==> src/rtl/seg7_pkg.sv <==
`default_nettype none
// ============================================================================
// Module      : seg7_pkg
// Description : Shared definitions for the seven-segment display blocks:
//               segment-pattern constants {a,b,c,d,e,f,g} (a = MSB), the
//               scan-decoder state enum and the segment vector type.
// Revision    : 1.0 - initial release
// ============================================================================
package seg7_pkg;

    typedef logic [6:0] seg_t;

    typedef enum logic [1:0] {
        IDLE   = 2'd0,
        SETTLE = 2'd1,
        HOLD   = 2'd2
    } state_e;

    localparam seg_t c_SEG_0 = 7'b1111110;
    localparam seg_t c_SEG_1 = 7'b0110000;
    localparam seg_t c_SEG_2 = 7'b1101101;
    localparam seg_t c_SEG_3 = 7'b1111001;
    localparam seg_t c_SEG_4 = 7'b0110011;
    localparam seg_t c_SEG_5 = 7'b1011011;
    localparam seg_t c_SEG_6 = 7'b1011111;
    localparam seg_t c_SEG_7 = 7'b1110000;
    localparam seg_t c_SEG_8 = 7'b1111111;
    localparam seg_t c_SEG_9 = 7'b1111011;
    localparam seg_t c_SEG_A = 7'b1110111;
    localparam seg_t c_SEG_B = 7'b0011111;
    localparam seg_t c_SEG_C = 7'b1001110;
    localparam seg_t c_SEG_D = 7'b0111101;
    localparam seg_t c_SEG_E = 7'b1001111;
    localparam seg_t c_SEG_F = 7'b1000111;

endpackage
`default_nettype wire

==> src/rtl/seg7_pattern_decode.sv <==
`default_nettype none
// ============================================================================
// Module      : seg7_pattern_decode
// Description : Combinational map from a 7-segment pattern to its hex value.
//               Unknown patterns (blank included) give value 0 with o_ok = 0.
// Revision    : 1.0 - initial release
// ============================================================================
module seg7_pattern_decode
    import seg7_pkg::*;
(
    input  seg_t       i_pattern,
    output logic [3:0] o_value,
    output logic       o_ok
);

    // Table lookup of the sixteen hex glyphs
    always_comb begin
        o_value = 4'h0;
        o_ok    = 1'b1;
        case (i_pattern)
            c_SEG_0: o_value = 4'h0;
            c_SEG_1: o_value = 4'h1;
            c_SEG_2: o_value = 4'h2;
            c_SEG_3: o_value = 4'h3;
            c_SEG_4: o_value = 4'h4;
            c_SEG_5: o_value = 4'h5;
            c_SEG_6: o_value = 4'h6;
            c_SEG_7: o_value = 4'h7;
            c_SEG_8: o_value = 4'h8;
            c_SEG_9: o_value = 4'h9;
            c_SEG_A: o_value = 4'hA;
            c_SEG_B: o_value = 4'hB;
            c_SEG_C: o_value = 4'hC;
            c_SEG_D: o_value = 4'hD;
            c_SEG_E: o_value = 4'hE;
            c_SEG_F: o_value = 4'hF;
            default: begin
                o_value = 4'h0;
                o_ok    = 1'b0;
            end
        endcase
    end

endmodule
`default_nettype wire

==> src/rtl/seg7_scan_decoder.sv <==
`default_nettype none
// ============================================================================
// Module      : seg7_scan_decoder
// Description : Watches a scanned 7-segment bus (active-high segments,
//               active-low digit selects), captures each digit's pattern once
//               it has been stable for STABLE_CYCLES samples, flags unknown
//               glyphs and select collisions, and pulses frame_valid when
//               every digit has been refreshed.
//               Optional: define SEG7_SCAN_DP_EN to add the decimal point
//               (dp_in / dp_out) to the captured pair.
// Revision    : 1.0 - initial release
// ============================================================================
module seg7_scan_decoder
    import seg7_pkg::*;
#(
    parameter int NUM_DIGITS    = 4,
    parameter int STABLE_CYCLES = 4
) (
    input  logic                    clk,
    input  logic                    rst,
    input  logic [6:0]              seg_in,
    input  logic [NUM_DIGITS-1:0]   sel_in,
`ifdef SEG7_SCAN_DP_EN
    input  logic                    dp_in,
    output logic [NUM_DIGITS-1:0]   dp_out,
`endif
    output logic [4*NUM_DIGITS-1:0] digit_val,
    output logic [NUM_DIGITS-1:0]   digit_ok,
    output logic                    frame_valid,
    output logic                    sel_err
);

    localparam logic [1:0] c_IDLE   = IDLE;
    localparam logic [1:0] c_SETTLE = SETTLE;
    localparam logic [1:0] c_HOLD   = HOLD;
    localparam logic [7:0] c_STABLE = 8'(STABLE_CYCLES);

    seg_t                    r_seg_q, r_seg_p;
    logic [NUM_DIGITS-1:0]   r_sel_q, r_sel_p;
    logic [1:0]              r_state, w_state_nxt;
    logic [7:0]              r_cnt, w_cnt_nxt;
    logic [NUM_DIGITS-1:0]   r_done;
    logic [4*NUM_DIGITS-1:0] r_val;
    logic [NUM_DIGITS-1:0]   r_ok;
    logic                    r_sel_err;
    logic [7:0]              w_lows;
    logic                    w_onehot, w_multi, w_chg, w_cap, w_frame;
    logic [NUM_DIGITS-1:0]   w_cap_mask;
    logic [3:0]              w_dec_val;
    logic                    w_dec_ok;
`ifdef SEG7_SCAN_DP_EN
    logic                    r_dp_q, r_dp_p;
    logic [NUM_DIGITS-1:0]   r_dp;
`endif

    // Sample the bus and keep the previous sample for change detection;
    // the select resets to "nothing selected" so reset is not a collision
    always_ff @(posedge clk or posedge rst) begin
        if (rst) begin
            r_seg_q <= '0;
            r_seg_p <= '0;
            r_sel_q <= '1;
            r_sel_p <= '1;
`ifdef SEG7_SCAN_DP_EN
            r_dp_q  <= 1'b0;
            r_dp_p  <= 1'b0;
`endif
        end else begin
            r_seg_q <= seg_in;
            r_seg_p <= r_seg_q;
            r_sel_q <= sel_in;
            r_sel_p <= r_sel_q;
`ifdef SEG7_SCAN_DP_EN
            r_dp_q  <= dp_in;
            r_dp_p  <= r_dp_q;
`endif
        end
    end

    // Count asserted (low) selects in the sampled pair
    always_comb begin
        w_lows = '0;
        for (int i = 0; i < NUM_DIGITS; i++) begin
            w_lows = w_lows + {7'd0, ~r_sel_q[i]};
        end
    end

    assign w_onehot = (w_lows == 8'd1);
    assign w_multi  = (w_lows > 8'd1);
`ifdef SEG7_SCAN_DP_EN
    assign w_chg = (r_seg_q != r_seg_p) || (r_sel_q != r_sel_p) || (r_dp_q != r_dp_p);
`else
    assign w_chg = (r_seg_q != r_seg_p) || (r_sel_q != r_sel_p);
`endif

    seg7_pattern_decode u_decode (
        .i_pattern (r_seg_q),
        .o_value   (w_dec_val),
        .o_ok      (w_dec_ok)
    );

    // Stability FSM: next state, saturating count and capture decision
    always_comb begin
        w_state_nxt = r_state;
        w_cnt_nxt   = r_cnt;
        w_cap       = 1'b0;
        if (!w_onehot) begin
            w_state_nxt = c_IDLE;
            w_cnt_nxt   = 8'd0;
        end else begin
            case (r_state)
                c_SETTLE: w_cnt_nxt = w_chg ? 8'd1 :
                                      ((r_cnt >= c_STABLE) ? c_STABLE : r_cnt + 8'd1);
                c_HOLD:   w_cnt_nxt = w_chg ? 8'd1 : r_cnt;
                default:  w_cnt_nxt = 8'd1;
            endcase
            if ((r_state == c_HOLD) && !w_chg) begin
                w_state_nxt = c_HOLD;
            end else if (w_cnt_nxt >= c_STABLE) begin
                w_state_nxt = c_HOLD;
                w_cap       = 1'b1;
            end else begin
                w_state_nxt = c_SETTLE;
            end
        end
    end

    assign w_cap_mask = w_cap ? ~r_sel_q : '0;
    assign w_frame    = &r_done;

    // State, capture registers, frame bookkeeping and sticky select error
    always_ff @(posedge clk or posedge rst) begin
        if (rst) begin
            r_state   <= c_IDLE;
            r_cnt     <= 8'd0;
            r_done    <= '0;
            r_val     <= '0;
            r_ok      <= '0;
            r_sel_err <= 1'b0;
`ifdef SEG7_SCAN_DP_EN
            r_dp      <= '0;
`endif
        end else begin
            r_state <= w_state_nxt;
            r_cnt   <= w_cnt_nxt;
            if (w_multi) begin
                r_sel_err <= 1'b1;
            end
            // A capture landing on the clearing edge starts the next frame
            r_done <= (w_frame ? '0 : r_done) | w_cap_mask;
            for (int i = 0; i < NUM_DIGITS; i++) begin
                if (w_cap_mask[i]) begin
                    r_val[4*i +: 4] <= w_dec_val;
                    r_ok[i]         <= w_dec_ok;
`ifdef SEG7_SCAN_DP_EN
                    r_dp[i]         <= r_dp_q;
`endif
                end
            end
        end
    end

    assign digit_val   = r_val;
    assign digit_ok    = r_ok;
    assign frame_valid = w_frame;
    assign sel_err     = r_sel_err;
`ifdef SEG7_SCAN_DP_EN
    assign dp_out      = r_dp;
`endif

endmodule
`default_nettype wire

==> config.mk <==
export PLATFORM = sky130hd
export DESIGN_NAME = seg7_scan_decoder
export DESIGN_NICKNAME = d
export VERILOG_FILES = /design/src/rtl/seg7_pkg.sv /design/src/rtl/seg7_pattern_decode.sv /design/src/rtl/seg7_scan_decoder.sv
export SDC_FILE = /design/constraint.sdc
export NUM_CORES = 1
export LEC_CHECK = 0
export BUFFER_PORTS_ARGS = -buffer_cell sky130_fd_sc_hd__buf_2
export CAP_MARGIN = 20
export CORE_MARGIN = 3
export CORE_UTILIZATION = 57
export CTS_CLUSTER_DIAMETER = 30
export DETAILED_ROUTE_END_ITERATION = 8
export PLACE_DENSITY = 0.87
export SETUP_SLACK_MARGIN = 0.05
export SLEW_MARGIN = 20
export SYNTH_ARGS = -nofsm -noshare
export SYNTH_HDL_FRONTEND = slang
export SYNTH_HIERARCHICAL = 1
export SYNTH_SLANG_ARGS = --single-unit
==> constraint.sdc <==
create_clock -name clk -period 3.6 [get_ports clk]
set_input_delay 0.18 -clock clk [delete_from_list [all_inputs] [get_ports clk]]
set_output_delay 0.18 -clock clk [all_outputs]
set_load 0.01 [all_outputs]
==> impl_metrics.toml <==
[synthesis]
synth_top_area_frac = 0.458
synth_area_per_cell_um2 = 12.5
synth_top_cell_by_area = "dfrtp_1"
synthesis.area_um2 = 2680
synth_nets = 236
netlist_instances = 215
synthDistinctLibCells = 50
ys_seq_area_frac = 0.536
synthTopCellsByArea = "dfrtp_1 46%, mux2_2 8.4%, dfstp_2 7.8%, xor2_1 3.9%, ha_1 3.3%"
ys_warn_count = 6
ys_ff_latch = 57

[cts]
clk_latency_ns = 0.34
clockBufferDepth = 2
clk_pin_slew_worst_paths_ns = 0.07
clkSinkCount = 57
clockRootBuffer = "clkbuf_8"
cts_tree = "yes"
cts_buffers = 9
cts_setup_buffers = 0
cts_max_level = 3

[sta]
fin_crit_sh = 0.935
fmax_mhz = 297
grt_setup_unrepaired = "no"
clock_skew_ns = 0.0108
setup_viol = 0
finalCriticalPeriod_ns = 3.37
slew_violations = 0
hold_viol_final = 0
setup_tns_ns = 0
relSlewSlack = 0.433
tightestPinTransition_ns = 0.844

[min_path]
hold_path_startpoint = "r_sel_q[0]"
min_to = "r_sel_p[0]"
hp-class = "reg -> reg"
worst_hold_path.num_cells = 0

[routing]
vias_per_cell = 5.68
initialDrtViolationCount = 83
wire_per_inst_um = 15.5
firstDrtPassIters = 4
drc = 0
dr_total_vias = 1834
ant_nets = 0
routed_wl_um = 5000

[global_route]
grt_overflow = 0
antenna_found_initial = 0
grt_pass1_vias = 1714
grt_max_degree = 30
grt_pass1_wl_um = 7970
grt_util_all_layers = 0.195

[layout]
diodes = 0
final_cell_mix = "49 x dfrtp_1, 34 x buf_2, 20 x mux2_2"
drive_gt1_frac = 0.365
layout_commonest_cell = "dfrtp_1"
area_delta_synth_final_pct = 19.2
fin_area_um2 = 3190
nNetsFinal = 287
stdcell_count = 323

[critical_path]
worstSetupStartpointType = "flip-flop"
crit_top_cell = "ha_1"
r2r_start = "r_sel_q[0]"
arrival_ns = 3.59
crit_chain = "inv_1 > fa_1 > ha_1 > ha_1 > or4b_4 > a2111oi_2 > nand4_2 > mux2_2"
rr_worst_depth = 8
path_max_fanout = 6
crit_type = "reg -> reg"
critPathMaxStageDelay_ns = 0.59
rrSetupSlack_ns = 0.23
crit_path_end_kind = "flip-flop"
r2r-end = "digit_val[1]"
crit_required_ns = 3.82
slowest_stage = "or4b_4"

[pwr]
p_int_w = 0.00105
p_switching_w = 0.000339
clockPowerShare = 0.419
p_sw_frac = 0.245
powerDensity_nw_per_um2 = 433
combinationalPowerShare = 0.087
sequentialPowerShare = 0.495
vdd_drop_max_uv = 346
total_power_w = 0.00138
power_leakage_nw = 1.58

[floorplan]
row_count = 24
core_um2 = 4440
start_util = 0.603
die_h_um = 74.6
die_w_um = 74.6
io-pin-count = 35
die-area_um2 = 5560

[place]
dp_hpwl_um = 3430
postPlaceCellArea_um2 = 2880
io_buffers = 34
gp_congestion = 0.801
dpl.cell_count = 295

[flow_run]
cap_viol_max_count = 0

[outcome]
outcome = "finished, final reports clean"
-- routing by layer --
metal  wire [µm]  GRT usage  up-vias  part of all wire
li1            -          -      874                 -
met1        2330      0.254      908              0.47
met2        2390      0.294       45              0.48
met3         218     0.0716        7             0.044
met4          59     0.0870        0             0.012
met5           0          0        -                 0
-- cells in the mapped netlist, drive strengths merged --
master   instances
dfrtp           49
mux2            20
nand2           16
inv             14
xor2            12
a21oi            8
dfstp            8
nand4            8
ha               7
nand3            6
or2              6
and4             5
buf              5
a2111oi          4
nand3b           4
nor4             4
a21o             3
a31oi            3
nand2b           3
nor2             3
nor3             3
o21ai            3
clkbuf           2
o21bai           2
or3b             2
or4b             2
a211oi           1
a2bb2oi          1
a31o             1
a32oi            1
and3             1
fa               1
nand4bb          1
nor2b            1
nor3b            1
nor4bb           1
o22ai            1
o31ai            1
o32a             1
-- repair_timing --
item / CTS / global route
gates resized for setup: 0 / 0
hold buffers: 12 / 0
hold endpoints to repair: 33 / 0
-- logic make-up after synthesis --
kind of cell / count (synthesis) / share of synthesized area
XOR/XNOR: 12 / 0.0392
AND/OR/NAND/NOR: 67 / 0.179
multiplexers: 20 / 0.0841
buffers and inverters: 21 / 0.0360
adder cells (fa/ha/maj): 8 / 0.0402
flip-flops: 57 / 0.536
AO/OA/AOI/OAI: 30 / 0.0855
-- power by group through the flow --
stage                     Sequential, W  Combinational [W]  Clock (W)
after floorplan                0.000684          0.0000949          0
after global placement         0.000695           0.000106          0
after detailed placement       0.000696           0.000111          0
after CTS                      0.000685           0.000122   0.000593
after global routing           0.000688           0.000135   0.000622
final                          0.000685           0.000120   0.000579
-- state kept, by name (all words and copies together), names as in the netlist --
register	flops
sel_err	1
r_cnt	8
r_seg_q	7
r_done	4
r_seg_p	7
r_sel_p	4
r_sel_q	4
digit_ok	4
digit_val	16
r_state	2
-- per-stage QoR --
step	util	worst slack [ns]	hold slack, ns
final	0.718	0.233	0.377
after floorplan	-	0.479	0.184
after CTS	0.718	0.214	0.378
after detailed placement	0.648	0.218	0.286
after global placement	0.648	0.306	0.278
after global routing	0.718	0.105	0.382
-- area by class of cell --
type	count	area [µm²]
flip-flops and latches	57	1440
fillers	325	1250
multi-input cells	137	1150
repair buffers	47	298
clock buffers	10	138
well taps	52	65.1
clock inverters	6	57.6
inverters	14	52.6
-- critical path, delay by kind of cell (launching register included) --
kind                       cells  cell delay [ns]
AOI/OAI and AO/OA              1             0.43
buffers and inverters          1             0.07
adders and majority gates      3             1.00
DFF                            1             0.56
and+or+nand+nor                2             0.86
muxes                          1             0.35
-- worst max-delay path by stage --
stage | depth (start not counted) | start | to
global placement | 8 | r_sel_q[0] | digit_val[6]
detailed placement | 8 | r_sel_q[0] | digit_val[6]
finish | 8 | r_sel_q[0] | digit_val[1]
floorplan | 8 | r_sel_q[0] | digit_ok[0]
CTS | 8 | r_sel_q[0] | digit_val[6]
global route | 8 | r_sel_q[1] | digit_val[8]
Power figures use the tool's default switching activity.
